===== src/rtl/ivadd_arb.sv =====
// Two-requester round-robin front end for a single shared packed add/sub unit
// (4x8 or 2x16 lanes, modulo / unsigned / signed saturation) with a one-deep result register.
module ivadd_arb #(
  parameter int TAGW = 4
) (
  input  logic            cpu_clock_i,
  input  logic            cpu_reset_i,
  input  logic            flush_i,
  input  logic [1:0]      req_valid_i,
  output logic [1:0]      req_ready_o,
  input  logic [31:0]     req0_a_i,
  input  logic [31:0]     req0_b_i,
  input  logic [31:0]     req1_a_i,
  input  logic [31:0]     req1_b_i,
  input  logic [2:0]      req0_op_i,
  input  logic [2:0]      req1_op_i,
  input  logic            req0_size_i,
  input  logic            req1_size_i,
  input  logic [TAGW-1:0] req0_tag_i,
  input  logic [TAGW-1:0] req1_tag_i,
  output logic            res_valid_o,
  input  logic            res_ready_i,
  output logic [31:0]     res_data_o,
  output logic [TAGW-1:0] res_tag_o,
  output logic            res_port_o,
  output logic [15:0]     grant_cnt0_o,
  output logic [15:0]     grant_cnt1_o
);

  // Handshake: a requester transfers on a rising edge where req_valid_i[k] & req_ready_o[k];
  // the result transfers on an edge where res_valid_o & res_ready_i. Ready never looks at operands.

  function automatic logic [7:0] lane8(input logic [7:0] a, input logic [7:0] b,
                                       input logic [2:0] op);
    logic [8:0] r;
    logic       ovf_s;
    r     = op[0] ? ({1'b0, a} - {1'b0, b}) : ({1'b0, a} + {1'b0, b});
    ovf_s = op[0] ? ((a[7] != b[7]) && (r[7] != a[7])) : ((a[7] == b[7]) && (r[7] != a[7]));
    lane8 = r[7:0];
    if (op[2]) begin
      if (op[1]) begin
        if (ovf_s) lane8 = a[7] ? 8'h80 : 8'h7F;
      end else if (r[8]) begin
        lane8 = op[0] ? 8'h00 : 8'hFF;
      end
    end
  endfunction

  function automatic logic [15:0] lane16(input logic [15:0] a, input logic [15:0] b,
                                         input logic [2:0] op);
    logic [16:0] r;
    logic        ovf_s;
    r      = op[0] ? ({1'b0, a} - {1'b0, b}) : ({1'b0, a} + {1'b0, b});
    ovf_s  = op[0] ? ((a[15] != b[15]) && (r[15] != a[15])) : ((a[15] == b[15]) && (r[15] != a[15]));
    lane16 = r[15:0];
    if (op[2]) begin
      if (op[1]) begin
        if (ovf_s) lane16 = a[15] ? 16'h8000 : 16'h7FFF;
      end else if (r[16]) begin
        lane16 = op[0] ? 16'h0000 : 16'hFFFF;
      end
    end
  endfunction

  logic            res_valid_q, res_valid_d;
  logic [31:0]     res_data_q, res_data_d;
  logic [TAGW-1:0] res_tag_q, res_tag_d;
  logic            res_port_q, res_port_d;
  logic            last_grant_q, last_grant_d;
  logic [15:0]     cnt0_q, cnt0_d;
  logic [15:0]     cnt1_q, cnt1_d;

  logic            accept_ok;
  logic            gnt_sel;
  logic            accept;
  logic [31:0]     op_a, op_b;
  logic [2:0]      op_op;
  logic            op_size;
  logic [31:0]     alu_res;

  always_comb begin
    accept_ok = !cpu_reset_i && !flush_i && (!res_valid_q || res_ready_i);
    gnt_sel   = 1'b0;
    if (req_valid_i == 2'b11) gnt_sel = ~last_grant_q;
    else if (req_valid_i[1])  gnt_sel = 1'b1;
    req_ready_o = 2'b00;
    if (accept_ok && (req_valid_i != 2'b00)) req_ready_o = gnt_sel ? 2'b10 : 2'b01;
    accept = |(req_valid_i & req_ready_o);
  end

  always_comb begin
    op_a    = gnt_sel ? req1_a_i : req0_a_i;
    op_b    = gnt_sel ? req1_b_i : req0_b_i;
    op_op   = gnt_sel ? req1_op_i : req0_op_i;
    op_size = gnt_sel ? req1_size_i : req0_size_i;
    if (op_size) begin
      alu_res = {lane16(op_a[31:16], op_b[31:16], op_op), lane16(op_a[15:0], op_b[15:0], op_op)};
    end else begin
      alu_res = {lane8(op_a[31:24], op_b[31:24], op_op), lane8(op_a[23:16], op_b[23:16], op_op),
                 lane8(op_a[15:8], op_b[15:8], op_op), lane8(op_a[7:0], op_b[7:0], op_op)};
    end
  end

  always_comb begin
    res_valid_d  = res_valid_q;
    res_data_d   = res_data_q;
    res_tag_d    = res_tag_q;
    res_port_d   = res_port_q;
    last_grant_d = last_grant_q;
    cnt0_d       = cnt0_q;
    cnt1_d       = cnt1_q;
    if (flush_i) begin
      res_valid_d = 1'b0;
    end else if (accept) begin
      res_valid_d  = 1'b1;
      res_data_d   = alu_res;
      res_tag_d    = gnt_sel ? req1_tag_i : req0_tag_i;
      res_port_d   = gnt_sel;
      last_grant_d = gnt_sel;
      if (gnt_sel) cnt1_d = cnt1_q + 16'd1;
      else         cnt0_d = cnt0_q + 16'd1;
    end else if (res_ready_i) begin
      res_valid_d = 1'b0;
    end
  end

  always_ff @(posedge cpu_clock_i) begin
    if (cpu_reset_i) begin
      res_valid_q  <= 1'b0;
      res_data_q   <= '0;
      res_tag_q    <= '0;
      res_port_q   <= 1'b0;
      last_grant_q <= 1'b1;
      cnt0_q       <= '0;
      cnt1_q       <= '0;
    end else begin
      res_valid_q  <= res_valid_d;
      res_data_q   <= res_data_d;
      res_tag_q    <= res_tag_d;
      res_port_q   <= res_port_d;
      last_grant_q <= last_grant_d;
      cnt0_q       <= cnt0_d;
      cnt1_q       <= cnt1_d;
    end
  end

  assign res_valid_o  = res_valid_q;
  assign res_data_o   = res_data_q;
  assign res_tag_o    = res_tag_q;
  assign res_port_o   = res_port_q;
  assign grant_cnt0_o = cnt0_q;
  assign grant_cnt1_o = cnt1_q;

endmodule


===== config.mk =====
export PLATFORM = sky130hd
export DESIGN_NAME = ivadd_arb
export DESIGN_NICKNAME = d
export VERILOG_FILES = /design/src/rtl/ivadd_arb.sv
export SDC_FILE = /design/constraint.sdc
export NUM_CORES = 1
export LEC_CHECK = 0
export CORE_ASPECT_RATIO = 0.5
export CORE_MARGIN = 1
export CORE_UTILIZATION = 50
export DETAILED_ROUTE_END_ITERATION = 7
export PLACE_DENSITY = 0.91
export SLEW_MARGIN = 40
export SYNTH_ARGS = -nofsm -noshare
export SYNTH_HDL_FRONTEND = slang
export SYNTH_SLANG_ARGS = --single-unit

===== constraint.sdc =====
create_clock -name cpu_clock_i -period 17.2 [get_ports cpu_clock_i]
set_input_delay 3.44 -clock cpu_clock_i [delete_from_list [all_inputs] [get_ports cpu_clock_i]]
set_output_delay 3.44 -clock cpu_clock_i [all_outputs]
set_load 0.02 [all_outputs]

* Word-level counts from Yosys, hierarchy flattened *
Cells that the tools add are included.

operators by class
  $add $sub $neg = 14
  eq/ne operators = 15
  reduce and logical (&&, ||, !) cells = 26
  bitwise gates (word level) = 4
  muxes and demuxes = 56

operator list
  cell                                            count
  two-way mux 16 bit                              11
  two-way mux 8 bit                               21
  two-way mux 32 bit                              3
  adder 8 x 8 -> 9 bit                            4
  two-way mux 9 bit                               4
  subtractor 8 x 8 -> 9 bit                       4
  adder 16 x 16 -> 17 bit                         2
  two-way mux 17 bit                              2
  subtractor 16 x 16 -> 17 bit                    2
  adder 16 x 1 -> 16 bit (second input constant)  2
  logical AND 1 bit                               15
  two-way mux 1 bit                               11
  != test 1 bit                                   10
  AND reduction 3 bit                             2
  equality test 1 bit                             4
  two-way mux 2 bit                               2
  two-way mux 4 bit                               1
  nonzero test 2 bit                              2
  OR reduction 2 bit                              2
  logical NOT 1 bit                               3
  two-way mux 3 bit                               1
  inverter 1 bit                                  3
  bitwise AND 2 bit                               1
  equality test 2 bit (second input constant)     1
  other kinds (2)                                 2

word-level totals
  word-level logic and storage cells = 122
  output and inout bits = 72
  bits in registers = 71

* Logic depth before layout (Yosys ltp) *
  depth after elaboration = 12
  depth in mapped cells = 22

* Worst setup path before layout *
No wires, ideal clock.

  kind = input port to flip-flop
  start = input req_valid_i[1]
  end = register res_data_q[17], in the netlist res_data_o[17]
  arrival time = 8,226 ps
  data required time = 17,108 ps
  path slack = 8,882 ps
  path buffers = 4
  library setup time = 92 ps
  cell stages on the path = 21
  cell sequence = a21bo_1 -> buf_6 -> buf_8 -> buf_6 -> buf_2 -> mux2i_1 -> ha_1 -> or3b_1 -> or3_1 -> o211ai_1 -> o21ai_0 -> xor2_1 -> ha_1 -> and3_1 -> nand3_1 -> o21ai_1 -> xor2_1 -> and2_1 -> a221oi_1 -> a311o_2 -> o32ai_1

on the way
  cells in the longest elaborated chain, start to end = 12
  elaborated cells on any way between the ends = 45

RTL lines
  what                                                             line    RTL
  from (decl)                                                      9       input logic [1:0] req_valid_i,
  equality test 2 bit / two-way mux 1 bit (equally long branches)  84, 85
  two-way mux 1 bit                                                84      if (req_valid_i == 2'b11) gnt_sel = ~last_grant_q;
  two-way mux 32 bit, on equally long branches                     92, 93
  adder 16 x 16 -> 17 bit (tied with other cells)                  53      r = op[0] ? ({1'b0, a} - {1'b0, b}) : ({1'b0, a} + {1'b0, b});
  two-way mux 17 bit / two-way mux 9 bit (equally long branches)   53, 37
  != test 1 bit, on equally long branches                          54, 38
  logical AND 1 bit, on equally long branches                      54, 38
  two-way mux 1 bit, on equally long branches                      54, 38
  two-way mux 16 bit / two-way mux 8 bit (equally long branches)   58, 42
  two-way mux 16 bit / two-way mux 8 bit (equally long branches)   57, 41
  two-way mux 16 bit / two-way mux 8 bit (equally long branches)   56, 40
  two-way mux 32 bit                                               96      if (op_size) begin
  to (signal assigned)                                             138     res_data_q <= res_data_d;
  to (decl)                                                        66      logic [31:0] res_data_q, res_data_d;

Several ways; a longest one is shown, not always the timed one.
A chain may end at the register's enable or synchronous reset.

* Final worst setup path *
  start = input cpu_reset_i
  end = output req_ready_o[0]

on the way
  cells in the longest elaborated chain, start to end = 5

RTL lines
  what                            line  RTL
  from (decl)                     7     input logic cpu_reset_i,
  logical NOT 1 bit               82    accept_ok = !cpu_reset_i && !flush_i && (!res_valid_q || res_ready_i);
  logical AND 1 bit (2 in a row)  82
  logical AND 1 bit               87    if (accept_ok && (req_valid_i != 2'b00)) req_ready_o = gnt_sel ? 2'b10 : 2'b01;
  two-way mux 2 bit               87
  to (decl)                       10    output logic [1:0] req_ready_o,

Every way passes these cells.

==> results.py <==
metrics = {
    "run_status": {
        "status": "finished, final reports clean",
    },
    "pwr": {
        "pwr-share-seq": 0.205,
        "power.leakage_nw": 4.30,
        "ir_drop_v": 0.0000595,
        "power_switching_mw": 0.393,
        "p_int_mw": 0.534,
        "p_per_area_mw_per_mm2": 87.2,
        "power_frac_comb": 0.573,
        "power.share.clock": 0.222,
        "swShare": 0.424,
    },
    "synth": {
        "synthTopCellsByCount": "172 x nand2_1, 121 x nor2_1, 71 x dfxtp_1",
        "synth_edf_count": 0,
        "synth_area_per_cell_um2": 7.34,
        "synth_nets": 1296,
        "ys_warn_count": 0,
        "syn_area_mm2": 0.00800,
        "ys_seq_area_frac": 0.178,
        "ys_types": 90,
        "synth_most_common_cell": "nand2_1",
        "async_flop_share": 0,
        "synth_top_area_share": 0.178,
        "synth-main-ff-cell": "dfxtp_1",
        "synth_top_area_cell": "dfxtp_1",
        "synth_seq_cells": 71,
        "syn_inst": 1090,
        "ys_top_cells_by_area": "dfxtp_1 18%, ha_1 8.1%, nand2_1 8.1%",
    },
    "die": {
        "core-area_mm2": 0.0155,
        "initial_core_util": 0.516,
        "num_io_pins": 222,
        "num_rows": 32,
        "die_area_mm2": 0.0165,
        "die_w_um": 181,
        "die_h_um": 91.4,
    },
    "placed_design": {
        "portBuffers": 221,
        "dp_hpwl_um": 20700,
        "dpl-instance-area_mm2": 0.0103,
        "gp_congestion": 0.986,
    },
    "critical_path": {
        "worstPathMaxFanout": 67,
        "required_ns": 13.76,
        "reg2reg_depth": 18,
        "crit_type": "input pin to primary output",
        "cp_data_arrival_time_ns": 5.95,
        "endpoint_kind": "primary output",
        "startpoint_type": "input pin",
    },
    "grt": {
        "grt_usage": 0.309,
        "grt_pass1_vias": 8222,
        "grt_start_max_net_pins": 68,
        "grt_pass1_wl_um": 41400,
        "overflow": 0,
        "antenna_found_initial": 0,
    },
    "clock_tree": {
        "path_clk_slew_ns": 0.06,
        "clock_path_buffers": 2,
        "cts_buffers": 9,
        "cts.sinks": 71,
        "cts_setup_buffers": 0,
        "hold_buffers": 0,
        "ctsResizeCount": 0,
        "cts_tree": "yes",
        "cts_root_buf": "clkbuf_16",
        "htreeDepth": 3,
        "insertion_delay_ns": 0.33,
    },
    "route": {
        "vias_per_cell": 6.01,
        "drt_first_pass_iters": 7,
        "drc": 0,
        "drt.antenna.violating_nets": 0,
        "wl_per_cell_um": 17.5,
        "drtIter0Drc": 806,
        "num_vias": 8962,
        "wirelength_um": 26100,
    },
    "timing": {
        "slew_violations": 0,
        "setup_violations": 0,
        "rsz0062_at_grt": "no",
        "fin_hold_ws_ns": 0.477,
        "finalSetupTns_ns": 0,
        "slew_headroom": 0.392,
        "finClkSkew_ns": 0.00559,
        "worst_slew_pin_slew_ns": 0.908,
        "fmax_mhz": 107,
        "finalHoldViolCount": 0,
        "timing.final.crit_share": 0.546,
        "period_needed_ns": 9.39,
    },
    "finish": {
        "antenna_cells": 0,
        "area_growth_pct": 33.0,
        "fin_nets": 1487,
        "design_area_mm2": 0.0106,
        "drive_gt1_frac": 0.0505,
    },
    "flow_run": {
        "drv_cap": 0,
    },
    "worst_hold_path": {
        "min_path_cells": 2,
        "hp-class": "register to register",
    },
}
==> layer usage <==
layer	part of all wire	global-route usage
met5	0	0
met4	0.018	0.0776
met1	0.45	0.424
met3	0.10	0.0650
met2	0.43	0.491
==> final timing paths <==
check / start / endpoint / slack [ns]
setup / recovery: cpu_reset_i / req_ready_o[0] / 7.81
hold / removal: res_data_o[13] / res_data_o[13] / 0.48
setup reg to reg: last_grant_q / res_data_o[16] / 11.26
hold reg to reg: res_data_o[13] / res_data_o[13] / 0.48
==> registers in the layout (all words and copies together) (netlist names) <==
name	count
grant_cnt0_o	16
grant_cnt1_o	16
last_grant_q	1
res_data_o	32
res_port_o	1
res_tag_o	4
res_valid_o	1
==> layout by cell type (no fill, tap or decap), types with 7 or more instances in the layout <==
cell type,count
a211oi_1,10
a21o_1,12
a21oi_1,68
a31oi_1,13
and2_1,10
and3_1,15
clkbuf_16,9
clkdlybuf4s50_1,220
dfxtp_1,71
ha_1,52
inv_1,23
mux2i_1,39
nand2_1,172
nand2b_1,7
nand3_1,29
nor2_1,119
nor2b_1,17
nor3_1,32
o211ai_1,9
o21a_1,10
o21ai_0,50
o31ai_1,10
o32ai_1,8
or3_1,21
xnor2_1,59
xor2_1,60
==> cell families after synthesis <==
group                      share of synthesized area
and+or+nand+nor                                0.258
AOI/OAI and AO/OA                              0.237
xor gates and xnor gates                       0.134
buffers and inverters                         0.0382
DFF                                            0.178
adders and majority gates                     0.0939
muxes                                         0.0610
==> power by group through the flow <==
stage	Clock [mW]	Sequential [mW]	Combinational, mW
final	0.206	0.190	0.531
after global placement	0	0.192	0.504
after global routing	0.218	0.192	0.571
after detailed placement	0	0.193	0.513
after floorplan	0	0.209	0.337
after CTS	0.209	0.190	0.517
==> critical path: stages <==
cell and delay, ns:
buf_2 0.10, buf_4 0.31, nor2_1 0.24, nand2_1 0.15
or2_2 0.55, nor2_2 0.45, clkdlybuf4s50_1 0.70
==> through the flow <==
stage,instances,power [mW],util,worst slack [ns]
2_1_floorplan,1090,0.547,-,8.88
3_3_place_gp,1474,0.697,0.665,7.96
3_5_place_dp,1474,0.706,0.665,7.83
4_1_cts,1490,0.915,0.686,7.86
5_1_grt,1490,0.980,0.686,7.68
6_report,1490,0.927,0.686,7.81
==> area by class of cell <==
class | instances | area [um2]
clock buffer | 9 | 225
sequential | 71 | 1420
timing repair buffer | 227 | 2250
clock inverter | 7 | 104
tap | 204 | 255
fill | 1248 | 4860
inverter | 24 | 90.1
multi-input combinational | 948 | 6290
Power figures use the tool's default switching activity.
